[src/rtl/axi_mem_arbiter.sv]
// axi_mem_arbiter: 2:1 single-outstanding AXI4 arbiter, IFU (m0, read) and LSU (m1, read/write) onto one SRAM slave.
// Define ARB_RR_EN for round-robin between m0 and m1; default is fixed priority m1 > m0.
module axi_mem_arbiter #(
  parameter int AW  = 32,
  parameter int DW  = 32,
  parameter int IDW = 4
) (
  input  logic              clk,
  input  logic              rst,
  input  logic              m0_arvalid,
  input  logic [AW-1:0]     m0_araddr,
  input  logic [IDW-1:0]    m0_arid,
  input  logic [7:0]        m0_arlen,
  input  logic [2:0]        m0_arsize,
  input  logic [1:0]        m0_arburst,
  output logic              m0_arready,
  output logic              m0_rvalid,
  output logic [DW-1:0]     m0_rdata,
  output logic [1:0]        m0_rresp,
  output logic              m0_rlast,
  output logic [IDW-1:0]    m0_rid,
  input  logic              m0_rready,
  input  logic              m1_arvalid,
  input  logic [AW-1:0]     m1_araddr,
  input  logic [IDW-1:0]    m1_arid,
  input  logic [7:0]        m1_arlen,
  input  logic [2:0]        m1_arsize,
  input  logic [1:0]        m1_arburst,
  output logic              m1_arready,
  output logic              m1_rvalid,
  output logic [DW-1:0]     m1_rdata,
  output logic [1:0]        m1_rresp,
  output logic              m1_rlast,
  output logic [IDW-1:0]    m1_rid,
  input  logic              m1_rready,
  input  logic              m1_awvalid,
  input  logic [AW-1:0]     m1_awaddr,
  input  logic [IDW-1:0]    m1_awid,
  input  logic [7:0]        m1_awlen,
  input  logic [2:0]        m1_awsize,
  input  logic [1:0]        m1_awburst,
  output logic              m1_awready,
  input  logic              m1_wvalid,
  input  logic [DW-1:0]     m1_wdata,
  input  logic [DW/8-1:0]   m1_wstrb,
  input  logic              m1_wlast,
  output logic              m1_wready,
  output logic              m1_bvalid,
  output logic [1:0]        m1_bresp,
  output logic [IDW-1:0]    m1_bid,
  input  logic              m1_bready,
  output logic              s_arvalid,
  output logic [AW-1:0]     s_araddr,
  output logic [IDW-1:0]    s_arid,
  output logic [7:0]        s_arlen,
  output logic [2:0]        s_arsize,
  output logic [1:0]        s_arburst,
  input  logic              s_arready,
  input  logic              s_rvalid,
  input  logic [DW-1:0]     s_rdata,
  input  logic [1:0]        s_rresp,
  input  logic              s_rlast,
  input  logic [IDW-1:0]    s_rid,
  output logic              s_rready,
  output logic              s_awvalid,
  output logic [AW-1:0]     s_awaddr,
  output logic [IDW-1:0]    s_awid,
  output logic [7:0]        s_awlen,
  output logic [2:0]        s_awsize,
  output logic [1:0]        s_awburst,
  input  logic              s_awready,
  output logic              s_wvalid,
  output logic [DW-1:0]     s_wdata,
  output logic [DW/8-1:0]   s_wstrb,
  output logic              s_wlast,
  input  logic              s_wready,
  input  logic              s_bvalid,
  input  logic [1:0]        s_bresp,
  input  logic [IDW-1:0]    s_bid,
  output logic              s_bready
);
  typedef enum logic [2:0] {S_IDLE, S_RADDR, S_RDATA, S_WADDR, S_WRESP} state_t;
  state_t r_state, w_state_nx;
  logic r_grant, r_aw_done, r_w_done;
  logic w_grant_nx, w_aw_done_nx, w_w_done_nx;
  logic w_ra, w_rd, w_wa, w_wr, w_r0o, w_r1o;
  logic w_r0, w_w1, w_m1_req, w_pick_m1, w_aw_ok, w_w_ok;
  assign w_ra = r_state == S_RADDR;
  assign w_rd = r_state == S_RDATA;
  assign w_wa = r_state == S_WADDR;
  assign w_wr = r_state == S_WRESP;
  assign w_r0 = m0_arvalid;
  assign w_w1 = m1_awvalid & m1_wvalid;
  assign w_m1_req = m1_arvalid | w_w1;
`ifdef ARB_RR_EN
  logic r_rr_last;
  assign w_pick_m1 = w_m1_req & (~w_r0 | ~r_rr_last);
`else
  assign w_pick_m1 = w_m1_req;
`endif
  assign w_aw_ok = r_aw_done | (s_awvalid & s_awready);
  assign w_w_ok  = r_w_done | (s_wvalid & s_wready);
  always_ff @(posedge clk) begin
    if (!rst) begin
      r_state   <= S_IDLE;
      r_grant   <= 1'b0;
      r_aw_done <= 1'b0;
      r_w_done  <= 1'b0;
`ifdef ARB_RR_EN
      r_rr_last <= 1'b1;
`endif
    end else begin
      r_state   <= w_state_nx;
      r_grant   <= w_grant_nx;
      r_aw_done <= w_aw_done_nx;
      r_w_done  <= w_w_done_nx;
`ifdef ARB_RR_EN
      if (r_state == S_IDLE && (w_r0 | w_m1_req)) r_rr_last <= w_pick_m1;
`endif
    end
  end
  always_comb begin
    w_state_nx   = r_state;
    w_grant_nx   = r_grant;
    w_aw_done_nx = r_aw_done;
    w_w_done_nx  = r_w_done;
    case (r_state)
      S_IDLE: if (w_r0 | w_m1_req) begin
        w_grant_nx = w_pick_m1;
        w_state_nx = (w_pick_m1 & w_w1) ? S_WADDR : S_RADDR;
      end
      S_RADDR: if (s_arvalid & s_arready) w_state_nx = S_RDATA;
      S_RDATA: if (s_rvalid & s_rready & s_rlast) w_state_nx = S_IDLE;
      S_WADDR: begin
        w_state_nx   = (w_aw_ok & w_w_ok) ? S_WRESP : S_WADDR;
        w_aw_done_nx = w_aw_ok & ~w_w_ok;
        w_w_done_nx  = w_w_ok & ~w_aw_ok;
      end
      S_WRESP: if (s_bvalid & s_bready) w_state_nx = S_IDLE;
      default: w_state_nx = S_IDLE;
    endcase
  end
  // Read address: forward granted master, ready only back to the owner
  assign s_arvalid  = w_ra & (r_grant ? m1_arvalid : m0_arvalid);
  assign s_araddr   = w_ra ? (r_grant ? m1_araddr : m0_araddr) : '0;
  assign s_arid     = w_ra ? (r_grant ? m1_arid : m0_arid) : '0;
  assign s_arlen    = w_ra ? (r_grant ? m1_arlen : m0_arlen) : '0;
  assign s_arsize   = w_ra ? (r_grant ? m1_arsize : m0_arsize) : '0;
  assign s_arburst  = w_ra ? (r_grant ? m1_arburst : m0_arburst) : '0;
  assign m0_arready = w_ra & ~r_grant & s_arready;
  assign m1_arready = w_ra & r_grant & s_arready;
  assign w_r0o = w_rd & ~r_grant;
  assign w_r1o = w_rd & r_grant;
  assign m0_rvalid = w_r0o & s_rvalid;
  assign m0_rdata  = w_r0o ? s_rdata : '0;
  assign m0_rresp  = w_r0o ? s_rresp : '0;
  assign m0_rlast  = w_r0o & s_rlast;
  assign m0_rid    = w_r0o ? s_rid : '0;
  assign m1_rvalid = w_r1o & s_rvalid;
  assign m1_rdata  = w_r1o ? s_rdata : '0;
  assign m1_rresp  = w_r1o ? s_rresp : '0;
  assign m1_rlast  = w_r1o & s_rlast;
  assign m1_rid    = w_r1o ? s_rid : '0;
  assign s_rready  = w_rd & (r_grant ? m1_rready : m0_rready);
  // Write channels are masked once their handshake has happened
  assign s_awvalid  = w_wa & ~r_aw_done & m1_awvalid;
  assign s_awaddr   = w_wa ? m1_awaddr : '0;
  assign s_awid     = w_wa ? m1_awid : '0;
  assign s_awlen    = w_wa ? m1_awlen : '0;
  assign s_awsize   = w_wa ? m1_awsize : '0;
  assign s_awburst  = w_wa ? m1_awburst : '0;
  assign m1_awready = w_wa & ~r_aw_done & s_awready;
  assign s_wvalid   = w_wa & ~r_w_done & m1_wvalid;
  assign s_wdata    = w_wa ? m1_wdata : '0;
  assign s_wstrb    = w_wa ? m1_wstrb : '0;
  assign s_wlast    = w_wa & m1_wlast;
  assign m1_wready  = w_wa & ~r_w_done & s_wready;
  assign m1_bvalid  = w_wr & s_bvalid;
  assign m1_bresp   = w_wr ? s_bresp : '0;
  assign m1_bid     = w_wr ? s_bid : '0;
  assign s_bready   = w_wr & m1_bready;
endmodule

[config.mk]
export PLATFORM = sky130hd
export DESIGN_NAME = axi_mem_arbiter
export DESIGN_NICKNAME = d
export VERILOG_FILES = /design/src/rtl/axi_mem_arbiter.sv
export SDC_FILE = /design/constraint.sdc
export NUM_CORES = 1
export LEC_CHECK = 0
export ABC_AREA = 1
export BUFFER_PORTS_ARGS = -buffer_cell sky130_fd_sc_hd__buf_2
export CAP_MARGIN = 0
export CORE_AREA = 2 2 185 187
export DETAILED_ROUTE_END_ITERATION = 8
export DIE_AREA = 0 0 187 189
export GPL_TIMING_DRIVEN = 0
export HOLD_SLACK_MARGIN = 0.15
export PLACE_DENSITY_LB_ADDON = 0.05
export SETUP_SLACK_MARGIN = 0.2
export SLEW_MARGIN = 20
export SYNTH_ARGS = -nofsm -noshare
export SYNTH_HDL_FRONTEND = slang
export SYNTH_SLANG_ARGS = --single-unit
[constraint.sdc]
create_clock -name clk -period 2.35 [get_ports clk]
set_input_delay 0.47 -clock clk [delete_from_list [all_inputs] [get_ports clk]]
set_output_delay 0.47 -clock clk [all_outputs]
set_load 0.1 [all_outputs]
# == After elaboration in Yosys (flattened, before gate mapping) ==
# Index checks and enable logic that the tools add are counted.
# word_totals
out_inout_bits,231
word_cells,90
ff_bits,6
# classes
mux,34
bitwise,41
n_reduce_logical,3
eq_ne,8
# op_table
cell,count
$mux 32,6
$and 1x1->1,32
$mux 4,7
$mux 3,8
$mux 8,3
$pmux 3 s5,1
$mux 2,7
$eq 3x2->1 const B,2
$ne 2x1->1 const B,3
$not 1->1,5
$or 1x1->1,4
$reduce_and 4->1,1
$eq 3x1->1 const B,1
$eq 3x3->1 const B,1
$logic_not 3->1,1
$mux 1,2
$ne 2x2->1 const B,1
$reduce_and 2->1,1

# == Depth between registers and ports, before layout ==
# depth
word_depth,8
depth_mapped,9
ltp_nobuf,9

# == Worst setup path after synthesis ==
# OpenSTA, ideal clock, no wires.
# synth_timing
kind,in2out
start,input m0_rready
end,output s_rready
slack_ns,-1.547
required_ns,1.880
cell_stages,3
arrival_ns,3.427
path_cell_list,or2_1 > o21ai_1 > nor4_1
# synth_between
elab_chain_cells,2
# synth_lines
element,line_no,source
start: declaration,22,"input logic m0_rready,"
$mux 1,164,assign s_rready = w_rd & (r_grant ? m1_rready : m0_rready);
$and 1x1->1,164,
end: declaration,64,"output logic s_rready,"
# Every way passes these cells.

# == Worst setup path after layout ==
# layout_timing
start,register r_state[2]
end,output s_araddr[13]
# layout_between
elab_chain_cells,2
# layout_lines
element,line_no,source
start: declaration,83,"state_t r_state, w_state_nx;"
start signal: assignment,113,r_state <= w_state_nx;
$eq 3x1->1,88,assign w_ra = r_state == S_RADDR;
$mux 32,145,assign s_araddr = w_ra ? (r_grant ? m1_araddr : m0_araddr) : '0;
end: declaration,53,"output logic [AW-1:0] s_araddr,"
# Every way passes these cells.

==> impl_metrics.tcl <==
set metrics [dict create \
    grt_antenna_before_repair 0 \
    vias 5047 \
    yosysSeqAreaShare 0.0508 \
    dr.pass1.iters 4 \
    worstPathRequired_ns 1.88 \
    cellInternalPower_mw 2.55 \
    cp.arrival_ns 1.62 \
    fin_area_mm2 0.00827 \
    grt_overflow_total 0 \
    layout_commonest_cell "buf_2" \
    num-fill-cells 3786 \
    combPwrFrac 0.951 \
    hp-class "flip-flop to flip-flop" \
    ys_warn_count 0 \
    p_leak_nw 4.32 \
    path_class "flip-flop to output port" \
    multi_input_area_mm2 0.00248 \
    period_needed_ns 2.09 \
    chipHeight_um 189 \
    cts-hold-fix-buffers 0 \
    fmaxAchievable_mhz 480 \
    syn_nets 810 \
    cts_tree "built" \
    dp_slack_ns -0.398 \
    gr-usage-all-layers 0.106 \
    placed_cell_area_mm2 0.00616 \
    die_x_um 187 \
    grt_pass1_wl_mm 29.4 \
    place.port_buffers 473 \
    insertion_delay_ns 0.22 \
    clock-sinks 6 \
    drtIter0Drc 104 \
    core_mm2 0.0333 \
    die-area_mm2 0.0353 \
    syn_area_mm2 0.00236 \
    rsz0062_at_grt "true" \
    status "finished clean" \
    setup_viol 0 \
    finClkSkew_ns 0.000490 \
    synth.ff_latch_count 6 \
    setup_slack_ns 0.265 \
    io_pins 474 \
    ir_drop_mv 0.367 \
    rows 67 \
    slew_violations 0 \
    syn_avg_cell_area_um2 4.17 \
    p_clk_frac 0.031 \
    cts_buffers 3 \
    wl_mm 20.2 \
    place.gp.congestion 0.753 \
    routedWlPerCell_um 13.6 \
    final_cell_mix "242 x buf_2, 146 x inv_1, 119 x buf_6, 117 x nand2_1, 108 x nor2_1" \
    final.setup.tns_ns 0 \
    htree_levels 1 \
    seq_area_um2 129 \
    max_slew_margin 0.729 \
    fin_crit_sh 0.887 \
    switching_share 0.711 \
    tightestPinTransition_ns 0.404 \
    cts_buffer_depth 2 \
    post_drt_via_cell_ratio 3.38 \
    diodes 0 \
    grt_max_degree 11 \
    cp-end-kind "output port" \
    final_antenna_net_count 0 \
    p_sw_mw 6.26 \
    grt_pass1_vias 5181 \
    p_seq_frac 0.018 \
    initial_utilization 0.0711 \
    synthToLayoutAreaGrowth_pct 250 \
    layout.nets 1289 \
    drive_above_1_share 0.621 \
    hpwl_mm 17.4 \
    crit_fanout 10 \
    p_per_area_mw_per_mm2 1060 \
    synth_cell_types 20 \
    cts.reportedPaths.clkPinSlew_ns 0.03 \
    drv_cap 0 \
    synthCells 567 \
    final_hold_viol_count 0 \
    drc_errors 0 \
    cts_root_buf "clkbuf_16" \
    total_power_mw 8.80 \
    cp-start-kind "flip-flop" \
]
area by class of cell:
class                   instances  area share
repair buffers                474       0.497
clock buffers                   3     0.00908
plain buffers                  33      0.0410
well taps                     448      0.0678
flip-flops and latches          6      0.0156
inverters                     150      0.0690
multi-input cells             378       0.300
critical path: stages (launching register included):
cell	delay (ns)
dfxtp_2	0.35
inv_1	0.10
nand2_1	0.07
nor2_2	0.14
inv_4	0.12
clkbuf_8	0.23
a21oi_4	0.15
buf_8	0.21
synth_stat cells:
cell	count	area share
or2_1	1	0.0026
nor4_1	1	0.0026
or2_2	1	0.0026
nor3_1	4	0.0085
nor2_4	1	0.0048
dfxtp_1	6	0.051
buf_6	2	0.0095
o21ai_0	5	0.011
inv_2	3	0.0048
nand3_1	1	0.0021
inv_1	147	0.23
a21oi_1	56	0.12
o21ai_1	2	0.0042
nor2_1	181	0.29
nand2_1	119	0.19
clkbuf_1	29	0.046
o31ai_1	1	0.0032
nor2_2	1	0.0026
nand4_1	4	0.011
buf_4	2	0.0063
power by group through the flow:
stage                     combinational (mW)  clock (mW)  sequential [mW]
final                                   8.37       0.272            0.163
after global routing                    8.69       0.290            0.169
after CTS                               8.10       0.277            0.160
after detailed placement                7.07           0            0.150
after global placement                  7.12           0            0.152
after floorplan                         5.81           0            0.143
registers in the layout, summed over array words and instances (netlist names):
signal	count
r_state	3
r_aw_done	1
r_grant	1
r_w_done	1
timing repair:
| action | 4_1_cts | 5_1_grt |
|---|---|---|
| gates resized for setup | 495 | 163 |
| pin swaps | 1 | 1 |
| setup endpoints to repair | 231 | 204 |
| setup buffers | 1 | 0 |
worst paths after layout:
check             slack (ns)  cells past startpoint  startpoint            to
setup / recovery        0.26                      7  r_state[2]  s_araddr[13]
setup reg to reg        0.84                      8     r_grant    r_state[1]
hold / removal          0.47                      2    r_w_done      r_w_done
hold reg to reg         0.47                      2    r_w_done      r_w_done
cell families after synthesis:
kind of cell	after synthesis	share of synthesized area
simple gates	314	0.513
flops	6	0.0508
compound gates	64	0.137
buf+inv	183	0.300
routing by layer:
layer  vias up  track usage  wire, um
met1      2209        0.109      7060
met3        10       0.0250      1540
li1       2562            -         -
met4         0       0.0180       261
met5         -            0         0
met2       266        0.219     11400
metrics by stage:
stage | instances | util | hold slack, ns
2_1_floorplan | 567 | - | 0.445
3_5_place_dp | 1488 | 0.185 | 0.465
5_1_grt | 1492 | 0.248 | 0.481
4_1_cts | 1492 | 0.233 | 0.471
3_3_place_gp | 1488 | 0.185 | 0.469
6_report | 1492 | 0.248 | 0.466
Power figures use the tool's default switching activity.
